**config.mk**
```make
export PLATFORM = sky130hd
export DESIGN_NAME = btn_debounce_repeat
export DESIGN_NICKNAME = d
export VERILOG_FILES = /design/src/rtl/btn_pkg.sv /design/src/rtl/btn_lane.sv /design/src/rtl/btn_debounce_repeat.sv
export SDC_FILE = /design/constraint.sdc
export NUM_CORES = 1
export LEC_CHECK = 0
export CAP_MARGIN = 25
export CORE_ASPECT_RATIO = 1.5
export CORE_MARGIN = 2
export CORE_UTILIZATION = 60
export DETAILED_ROUTE_END_ITERATION = 6
export HOLD_SLACK_MARGIN = 0.05
export PLACE_DENSITY = 0.76
export SYNTH_ARGS = -nofsm -noshare
export SYNTH_HDL_FRONTEND = slang
export SYNTH_SLANG_ARGS = --single-unit
```
**constraint.sdc**
```tcl
create_clock -name clk_in -period 1.8 [get_ports clk_in]
set_input_delay 0.27 -clock clk_in [delete_from_list [all_inputs] [get_ports clk_in]]
set_output_delay 0.27 -clock clk_in [all_outputs]
set_load 0.03 [all_outputs]
```
**src/rtl/btn_pkg.sv**
```systemverilog
`default_nettype none
// ============================================================================
//  Module : btn_pkg
//  Brief  : Shared lane indices, repeat FSM encodings and helpers for the
//           push-button debounce/repeat block.
//  Rev    : 1.0  initial release
// ============================================================================
package btn_pkg;

   localparam int N_BTN_DEF = 5;

   localparam int BTN_UP    = 0;
   localparam int BTN_DOWN  = 1;
   localparam int BTN_LEFT  = 2;
   localparam int BTN_RIGHT = 3;
   localparam int BTN_SEL   = 4;

   typedef enum logic [1:0] {
      IDLE      = 2'd0,
      HOLD_WAIT = 2'd1,
      REPEAT    = 2'd2
   } rpt_state_t;

   function automatic int max_int(input int a, input int b);
      return (a > b) ? a : b;
   endfunction

endpackage
`default_nettype wire

```
**src/rtl/btn_lane.sv**
```systemverilog
`default_nettype none
// ============================================================================
//  Module : btn_lane
//  Brief  : One button lane: 2-FF synchronizer, tick-sampled debounce counter
//           and hold-to-repeat FSM producing a registered press pulse.
//  Rev    : 1.0  initial release
// ============================================================================
module btn_lane
   import btn_pkg::*;
#(
   parameter int STABLE_TICKS = 3,
   parameter int REPEAT_DELAY = 40,
   parameter int REPEAT_RATE  = 10
) (
   input  logic clk_in,
   input  logic rst_n,
   input  logic tick,
   input  logic raw,
   output logic level,
   output logic press
);

   localparam int c_dcnt_w = $clog2(STABLE_TICKS + 1);
   localparam int c_rcnt_w = max_int(1, $clog2(max_int(REPEAT_DELAY, REPEAT_RATE) + 1));
   localparam logic [c_dcnt_w-1:0] c_dcnt_last  = c_dcnt_w'(STABLE_TICKS - 1);
   localparam logic [c_rcnt_w-1:0] c_delay_last = c_rcnt_w'(REPEAT_DELAY - 1);
   localparam logic [c_rcnt_w-1:0] c_rate_last  = c_rcnt_w'(REPEAT_RATE - 1);
   localparam bit                  c_repeat_on  = (REPEAT_RATE != 0);

   logic                r_meta;
   logic                r_sync;
   logic [c_dcnt_w-1:0] r_dcnt;
   logic                r_level;
   logic                r_level_d;
   logic                r_press;
   logic [c_rcnt_w-1:0] r_rcnt;
   rpt_state_t          r_state;

   // The level flips on the tick that completes the run of agreeing samples.
   always_ff @(posedge clk_in or negedge rst_n) begin
      if (!rst_n) begin
         r_meta  <= 1'b0;
         r_sync  <= 1'b0;
         r_dcnt  <= '0;
         r_level <= 1'b0;
      end else begin
         r_meta <= raw;
         r_sync <= r_meta;
         if (tick) begin
            if (r_sync != r_level) begin
               if (r_dcnt == c_dcnt_last) begin
                  r_level <= r_sync;
                  r_dcnt  <= '0;
               end else begin
                  r_dcnt <= r_dcnt + 1'b1;
               end
            end else begin
               r_dcnt <= '0;
            end
         end
      end
   end

   always_ff @(posedge clk_in or negedge rst_n) begin
      if (!rst_n) begin
         r_state   <= IDLE;
         r_rcnt    <= '0;
         r_press   <= 1'b0;
         r_level_d <= 1'b0;
      end else begin
         r_level_d <= r_level;
         r_press   <= 1'b0;
         if (!r_level) begin
            r_state <= IDLE;
            r_rcnt  <= '0;
         end else begin
            unique case (r_state)
               IDLE: begin
                  if (!r_level_d) begin
                     r_press <= 1'b1;
                     r_rcnt  <= '0;
                     if (c_repeat_on) r_state <= HOLD_WAIT;
                  end
               end
               HOLD_WAIT: begin
                  if (tick) begin
                     if (r_rcnt == c_delay_last) begin
                        r_press <= 1'b1;
                        r_rcnt  <= '0;
                        r_state <= REPEAT;
                     end else begin
                        r_rcnt <= r_rcnt + 1'b1;
                     end
                  end
               end
               REPEAT: begin
                  if (tick) begin
                     if (r_rcnt == c_rate_last) begin
                        r_press <= 1'b1;
                        r_rcnt  <= '0;
                     end else begin
                        r_rcnt <= r_rcnt + 1'b1;
                     end
                  end
               end
               default: begin
                  r_state <= IDLE;
                  r_rcnt  <= '0;
               end
            endcase
         end
      end
   end

   assign level = r_level;
   assign press = r_press;

endmodule
`default_nettype wire

```
**src/rtl/btn_debounce_repeat.sv**
```systemverilog
`default_nettype none
// ============================================================================
//  Module : btn_debounce_repeat
//  Brief  : Turns the 100 Hz divider output into a one-cycle sample tick and
//           debounces N_BTN buttons with optional hold-to-repeat press pulses.
//  Rev    : 1.0  initial release
// ============================================================================
module btn_debounce_repeat
   import btn_pkg::*;
#(
   parameter int N_BTN        = N_BTN_DEF,
   parameter int STABLE_TICKS = 3,
   parameter int REPEAT_DELAY = 40,
   parameter int REPEAT_RATE  = 10
) (
   input  logic             clk_in,
   input  logic             rst_n,
   input  logic             slow_clk,
   input  logic [N_BTN-1:0] btn_raw,
   output logic [N_BTN-1:0] btn_level,
   output logic [N_BTN-1:0] btn_press,
   output logic             tick
);

   logic r_slow_meta;
   logic r_slow_sync;
   logic r_slow_prev;
   logic r_tick;

   // slow_clk is sampled as data; only its rising edge matters.
   always_ff @(posedge clk_in or negedge rst_n) begin
      if (!rst_n) begin
         r_slow_meta <= 1'b0;
         r_slow_sync <= 1'b0;
         r_slow_prev <= 1'b0;
         r_tick      <= 1'b0;
      end else begin
         r_slow_meta <= slow_clk;
         r_slow_sync <= r_slow_meta;
         r_slow_prev <= r_slow_sync;
         r_tick      <= r_slow_sync & ~r_slow_prev;
      end
   end

   assign tick = r_tick;

   generate
      for (genvar i = 0; i < N_BTN; i++) begin : g_lane
         btn_lane #(
            .STABLE_TICKS (STABLE_TICKS),
            .REPEAT_DELAY (REPEAT_DELAY),
            .REPEAT_RATE  (REPEAT_RATE)
         ) u_lane (
            .clk_in (clk_in),
            .rst_n  (rst_n),
            .tick   (r_tick),
            .raw    (btn_raw[i]),
            .level  (btn_level[i]),
            .press  (btn_press[i])
         );
      end
   endgenerate

endmodule
`default_nettype wire

```
# After elaboration in Yosys (flattened, before gate mapping)
# Cells that the tools add are included.
# op_classes
add_sub_neg	10
n_mul	0
n_div	0
order_cmp	0
eq_ne	55
shift	0
mux	105
bitwise	2
reduce_logical	20
# ops
cell	count
$mux 6	30
$pmux 6 s3	5
$mux 2	30
$ne 3x3->1 const B	20
$add 6x1->6 const B	5
$eq 6x4->1 const B	5
$eq 6x6->1 const B	5
$mux 1	30
$pmux 2 s3	5
$reduce_and 3->1	10
$eq 2x2->1 const B	10
$reduce_and 4->1	5
$pmux 1 s3	5
$add 2x1->2 const B	5
$eq 2x1->1 const B	5
$logic_not 2->1	5
$ne 2x2->1 const B	5
$ne 1x1->1	5
$and 1x1->1	1
$not 1->1	1
# word_totals
register_bits	79
latchBits	0
ramBits	0
mem_bits_ro	0
input_bits	8
output_inout_bits	11
elab_cells	236
memories	0

# Logic depth before layout (Yosys ltp)
# depth
ltp_word	5
depth_mapped	8
depth_no_buf	7

# Cells and area by module
# Synthesis repeated with hierarchy kept, for this count alone.
# hier_totals
cells_unflattened	442
hier_area_um2	4506.8
# by_module_without_submodules
mod	instances	cells_per_inst	area_per_inst_um2	seq_area_each_um2
btn_lane at g_lane[3].u_lane ...	2	90	895.9	375.4
btn_lane at g_lane[0].u_lane ...	2	86	869.6	375.4
btn_lane at g_lane[2].u_lane	1	85	862.1	375.4
btn_debounce_repeat	1	5	113.9	100.1

# Worst setup path before layout
# No wires, ideal clock.
# synth_path
path_type	reg2reg
startpoint	register g_lane[4].u_lane.r_state[1]
endpoint	register g_lane[4].u_lane.r_rcnt[5]
setup_time_ns	0.126
arrival_ns	1.492
required_ns	1.674
path_slack_ns	0.182
stages_incl_launch_ff	8
n_path_buf	0
path_cell_list	dfrtp_1 -> inv_1 -> ha_1 -> nand2_1 -> a21boi_2 -> o21bai_2 -> nor2_2 -> a221o_1
# synth_via
elab_chain_len	3
# synth_lines
item	line_no	text
from (decl)	btn_lane.sv:37	rpt_state_t r_state;
from (signal assigned)	btn_lane.sv:66	r_state <= IDLE;
from (signal assigned)	btn_lane.sv:74	r_state <= IDLE;
from (signal assigned)	btn_lane.sv:82	if (c_repeat_on) r_state <= HOLD_WAIT;
$eq 2x2->1 (tied with other cells)	btn_lane.sv:77	unique case (r_state)
$ne 3x3->1 (no source line) / $pmux 6 s3 (equally long branches)	--	
$reduce_and 3->1 (no source line) / $mux 6 (equally long branches)	--	
to (signal assigned)	btn_lane.sv:92	r_rcnt <= r_rcnt + 1'b1;
to (signal assigned)	btn_lane.sv:102	r_rcnt <= r_rcnt + 1'b1;
to (decl)	btn_lane.sv:36	logic [c_rcnt_w-1:0] r_rcnt;
# Parallel ways exist; a longest one is shown, timed or not.
# A chain may end at the register's enable or synchronous reset.

# Worst setup path in the final report
# layout_path
startpoint	register g_lane[3].u_lane.r_state[0]
endpoint	register g_lane[3].u_lane.r_state[0]
# layout_via
elab_chain_len	3
# layout_lines
item	line_no
from (decl)	btn_lane.sv:37
from (signal assigned)	btn_lane.sv:66
from (signal assigned)	btn_lane.sv:74
from (signal assigned)	btn_lane.sv:82
$eq 2x1->1 (tied with other cells)	btn_lane.sv:77
$ne 3x3->1 (no source line) (tied with other cells)	--
$reduce_and 4->1 (no source line) / $mux 2 (equally long branches)	--
# Parallel ways exist; a longest one is shown, timed or not.

==> results by group <==
Routing
  • Via count: roughly 3100
  • Vias per inst: around 5.8
  • Top Layer Used: met4
  • Final wirelength: ~7.8 mm
  • DRT Pass-1 Iters: 4
  • Post-Route M1 WL: 3.35 mm
  • WL met2: just over 4 mm
  • ANT nets after route: 0
  • Wire length per cell: around 15 um
  • WL met3: 197 um
  • 1st-iter DRT viols: 169
  • Drc violations: 0

GRT
  • Vias in the first global route: 3040
  • Number of antenna violations at the first check in global routing: 0
  • Total grt overflow: 0
  • GRT Total Usage: 0.218
  • Largest net degree at the start of global routing: 80
  • First-pass GRT wire length: approximately 13 mm

Synthesis
  • #FFs+latches synth: 79
  • Post-Syn Nets: about 470
  • Count of different cell masters after synthesis: 62
  • Top_reg_cell synth: dfrtp_1
  • Post-synth EDFFs: 0
  • Synth top area share: 0.456
  • Synthesized cell area: ~4300 um2
  • Synth warnings: 0
  • Sequential-to-total area share from yosys stat: 0.456
  • Top cells by area, synth: dfrtp_1, ha_1, inv_1
  • Synth area leader: dfrtp_1
  • Mean Syn Cell Area: 10.2 um2
  • Syn Inst Count: 423
  • Top-count cell post-synth: dfrtp_1
  • Synth async-reset ratio: 1.00
  • Synth top cells by count: dfrtp_1, inv_1, nand2_1

Setup path
  • Slowest CP cell: dfrtp_1
  • CP peak stage delay: ~0.4 ns
  • Arrival time at the worst endpoint: between 1.5 and 2 ns
  • Crit path launch type: flop
  • Cells along the critical path: inv_1, ha_1, nand2_1, o21ai_1, a221oi_2, mux2i_1, nor2b_1
  • Required time of the critical path: between 2 and 2.5 ns
  • CP Capture Type: flop
  • Reg2reg path depth: 7
  • Critical path type: reg -> reg
  • Crit path max fanout: 4

Timing
  • Final setup fails: 0
  • Slew headroom: 0.730
  • Worst-Margin Slew: roughly 0.41 ns
  • Final Hold Viols: 0
  • Post-layout min period: 1.72 ns
  • Clk_skew: 0.00551 ns
  • Setup TNS: 0 ns
  • Final period util: 0.957
  • Final hold slack: around 0.35 ns
  • Highest Clock Rate: around 580 MHz
  • Slew Limit Fails: 0

Job
  • Max-cap violations: 0

Finish
  • Share of cells above drive strength 1: 0.158
  • Nets: 494
  • Non-Filler Instances: approximately 540
  • Layout Utilization: 0.687
  • Antenna Cells: 0
  • Synth-to-Final Area Change: 13.1%

Run status
  • Status: finished clean

Place
  • Placed wire-length estimate: 5.35 mm
  • Placed insts: approximately 520
  • RD Place Congestion: between 0.8 and 0.9
  • IO Port Bufs: 18

CTS
  • Root Buffer: clkbuf_8
  • Clk Latency, worst-skew pair: about 0.35 ns
  • H-tree depth: 3
  • CTS tree: built
  • Total clock sinks: between 70 and 80
  • Cts bufs inserted: 9
  • Clock transition at path regs: about 0.080 ns
  • Clock Path Buffers: 2

Min path
  • Min-delay worst type: reg -> reg
  • Min-Delay Path Depth: 0

Floorplanning
  • I/O pin cnt: 19
  • Die width: approximately 73 um
  • Site row count: 38
  • Die ar.: 7930 um2
  • Core area: about 7000 um2
  • Die Y-Extent: ~110 um
  • Starting Density: 0.608

Pwr
  • P_leak: around 2.3 nW
  • Peak supply drop: ~0.00069 V
  • Pwr Density: 1240 nW/um2
placed cells by master, fill, tap and decap left out, types with 6 or more instances in the layout:
master,n
dfrtp_1,77
clkdlybuf4s50_1,12
mux2i_1,10
nor2b_1,10
o21ai_1,9
nand2_1,36
o21ai_0,17
mux2_2,6
buf_4,17
o22ai_1,7
a21o_1,7
inv_1,37
a21oi_1,8
xor2_1,6
clkbuf_8,9
nor2_1,13
nand2b_1,7
ha_1,32
nand3_1,26
flip-flops by register name, summed over array words and instances (netlist names):
signal	flops
g_lane.u_lane.r_state	10
g_lane.u_lane.r_dcnt	10
g_lane.u_lane.r_level_d	5
tick	1
g_lane.u_lane.r_sync	5
r_slow_prev	1
r_slow_meta	1
g_lane.u_lane.r_rcnt	30
r_slow_sync	1
g_lane.u_lane.level	5
g_lane.u_lane.press	5
g_lane.u_lane.r_meta	5
layer usage:
metal | track usage | vias to the layer above
met3 | 0.0457 | 16
met1 | 0.259 | 1500
met4 | 0.0883 | 0
li1 | - | 1544
met5 | 0 | -
met2 | 0.378 | 38
worst paths after layout:
kind | start | end | slack (ns)
min in group asynchronous | rst_n | g_lane[0].u_lane.r_rcnt[3] | 0.48
hold / removal | r_slow_meta | r_slow_sync | 0.35
max in group asynchronous | rst_n | g_lane[4].u_lane.level | 0.99
setup reg to reg | g_lane[3].u_lane.r_state[0] | g_lane[3].u_lane.r_state[0] | 0.08
hold reg to reg | r_slow_meta | r_slow_sync | 0.35
setup / recovery | g_lane[3].u_lane.r_state[0] | g_lane[3].u_lane.r_state[0] | 0.08
what timing repair did:
item / in CTS / in global routing
hold endpoints to repair: 79 / 0
buffers inserted: 0 / 2
resized for setup: 5 / 18
endpoints found under the setup margin: 4 / 22
hold buffers: 1 / 0
pin swaps: 0 / 6
through the flow:
| stage | area (um2) | setup slack, ns | power [mW] |
|---|---|---|---|
| floorplan | 4330 | 0.182 | 4.09 |
| global placement | 4610 | 0.126 | 4.53 |
| detailed placement | 4610 | 0.0453 | 4.61 |
| CTS | 4830 | 0.000206 | 6.03 |
| global route | 4900 | -0.0249 | 6.46 |
| finish | 4900 | 0.0781 | 6.06 |
power by group:
| group | internal [mW] | switching (mW) |
|---|---|---|
| clock network | 0.770 | 0.634 |
| registers | 2.11 | 0.303 |
| logic | 0.967 | 1.27 |
worst max-delay path, delay by kind of cell (launching register included):
| family | cells | cell delay, ns |
|---|---|---|
| AND/OR/NAND/NOR | 2 | 0.18 |
| buffers and inverters | 1 | 0.09 |
| multiplexers | 1 | 0.24 |
| AO/OA/AOI/OAI | 2 | 0.47 |
| flip-flops | 1 | 0.40 |
| adder cells (fa/ha/maj) | 1 | 0.24 |
kinds of logic (layout without fill, tap and decap cells):
kind of cell	Yosys count	after routing	synth area share
multiplexers	16	16	0.0387
adder cells (fa/ha/maj)	35	35	0.101
flip-flops	79	79	0.456
XOR/XNOR	6	6	0.0121
AO/OA/AOI/OAI	101	101	0.175
AND/OR/NAND/NOR	127	127	0.156
buffers and inverters	59	92	0.0615
layout make-up:
class                           count  area, um2
Fill cell                         553       2230
Timing Repair Buffer               35        313
Clock inverter                      7       87.6
Clock buffer                        9        124
Multi-Input combinational cell    285       2140
Inverter                           41        154
Tap cell                           80        100
Sequential cell                    79       1980
(Power assumes the default switching activity.)
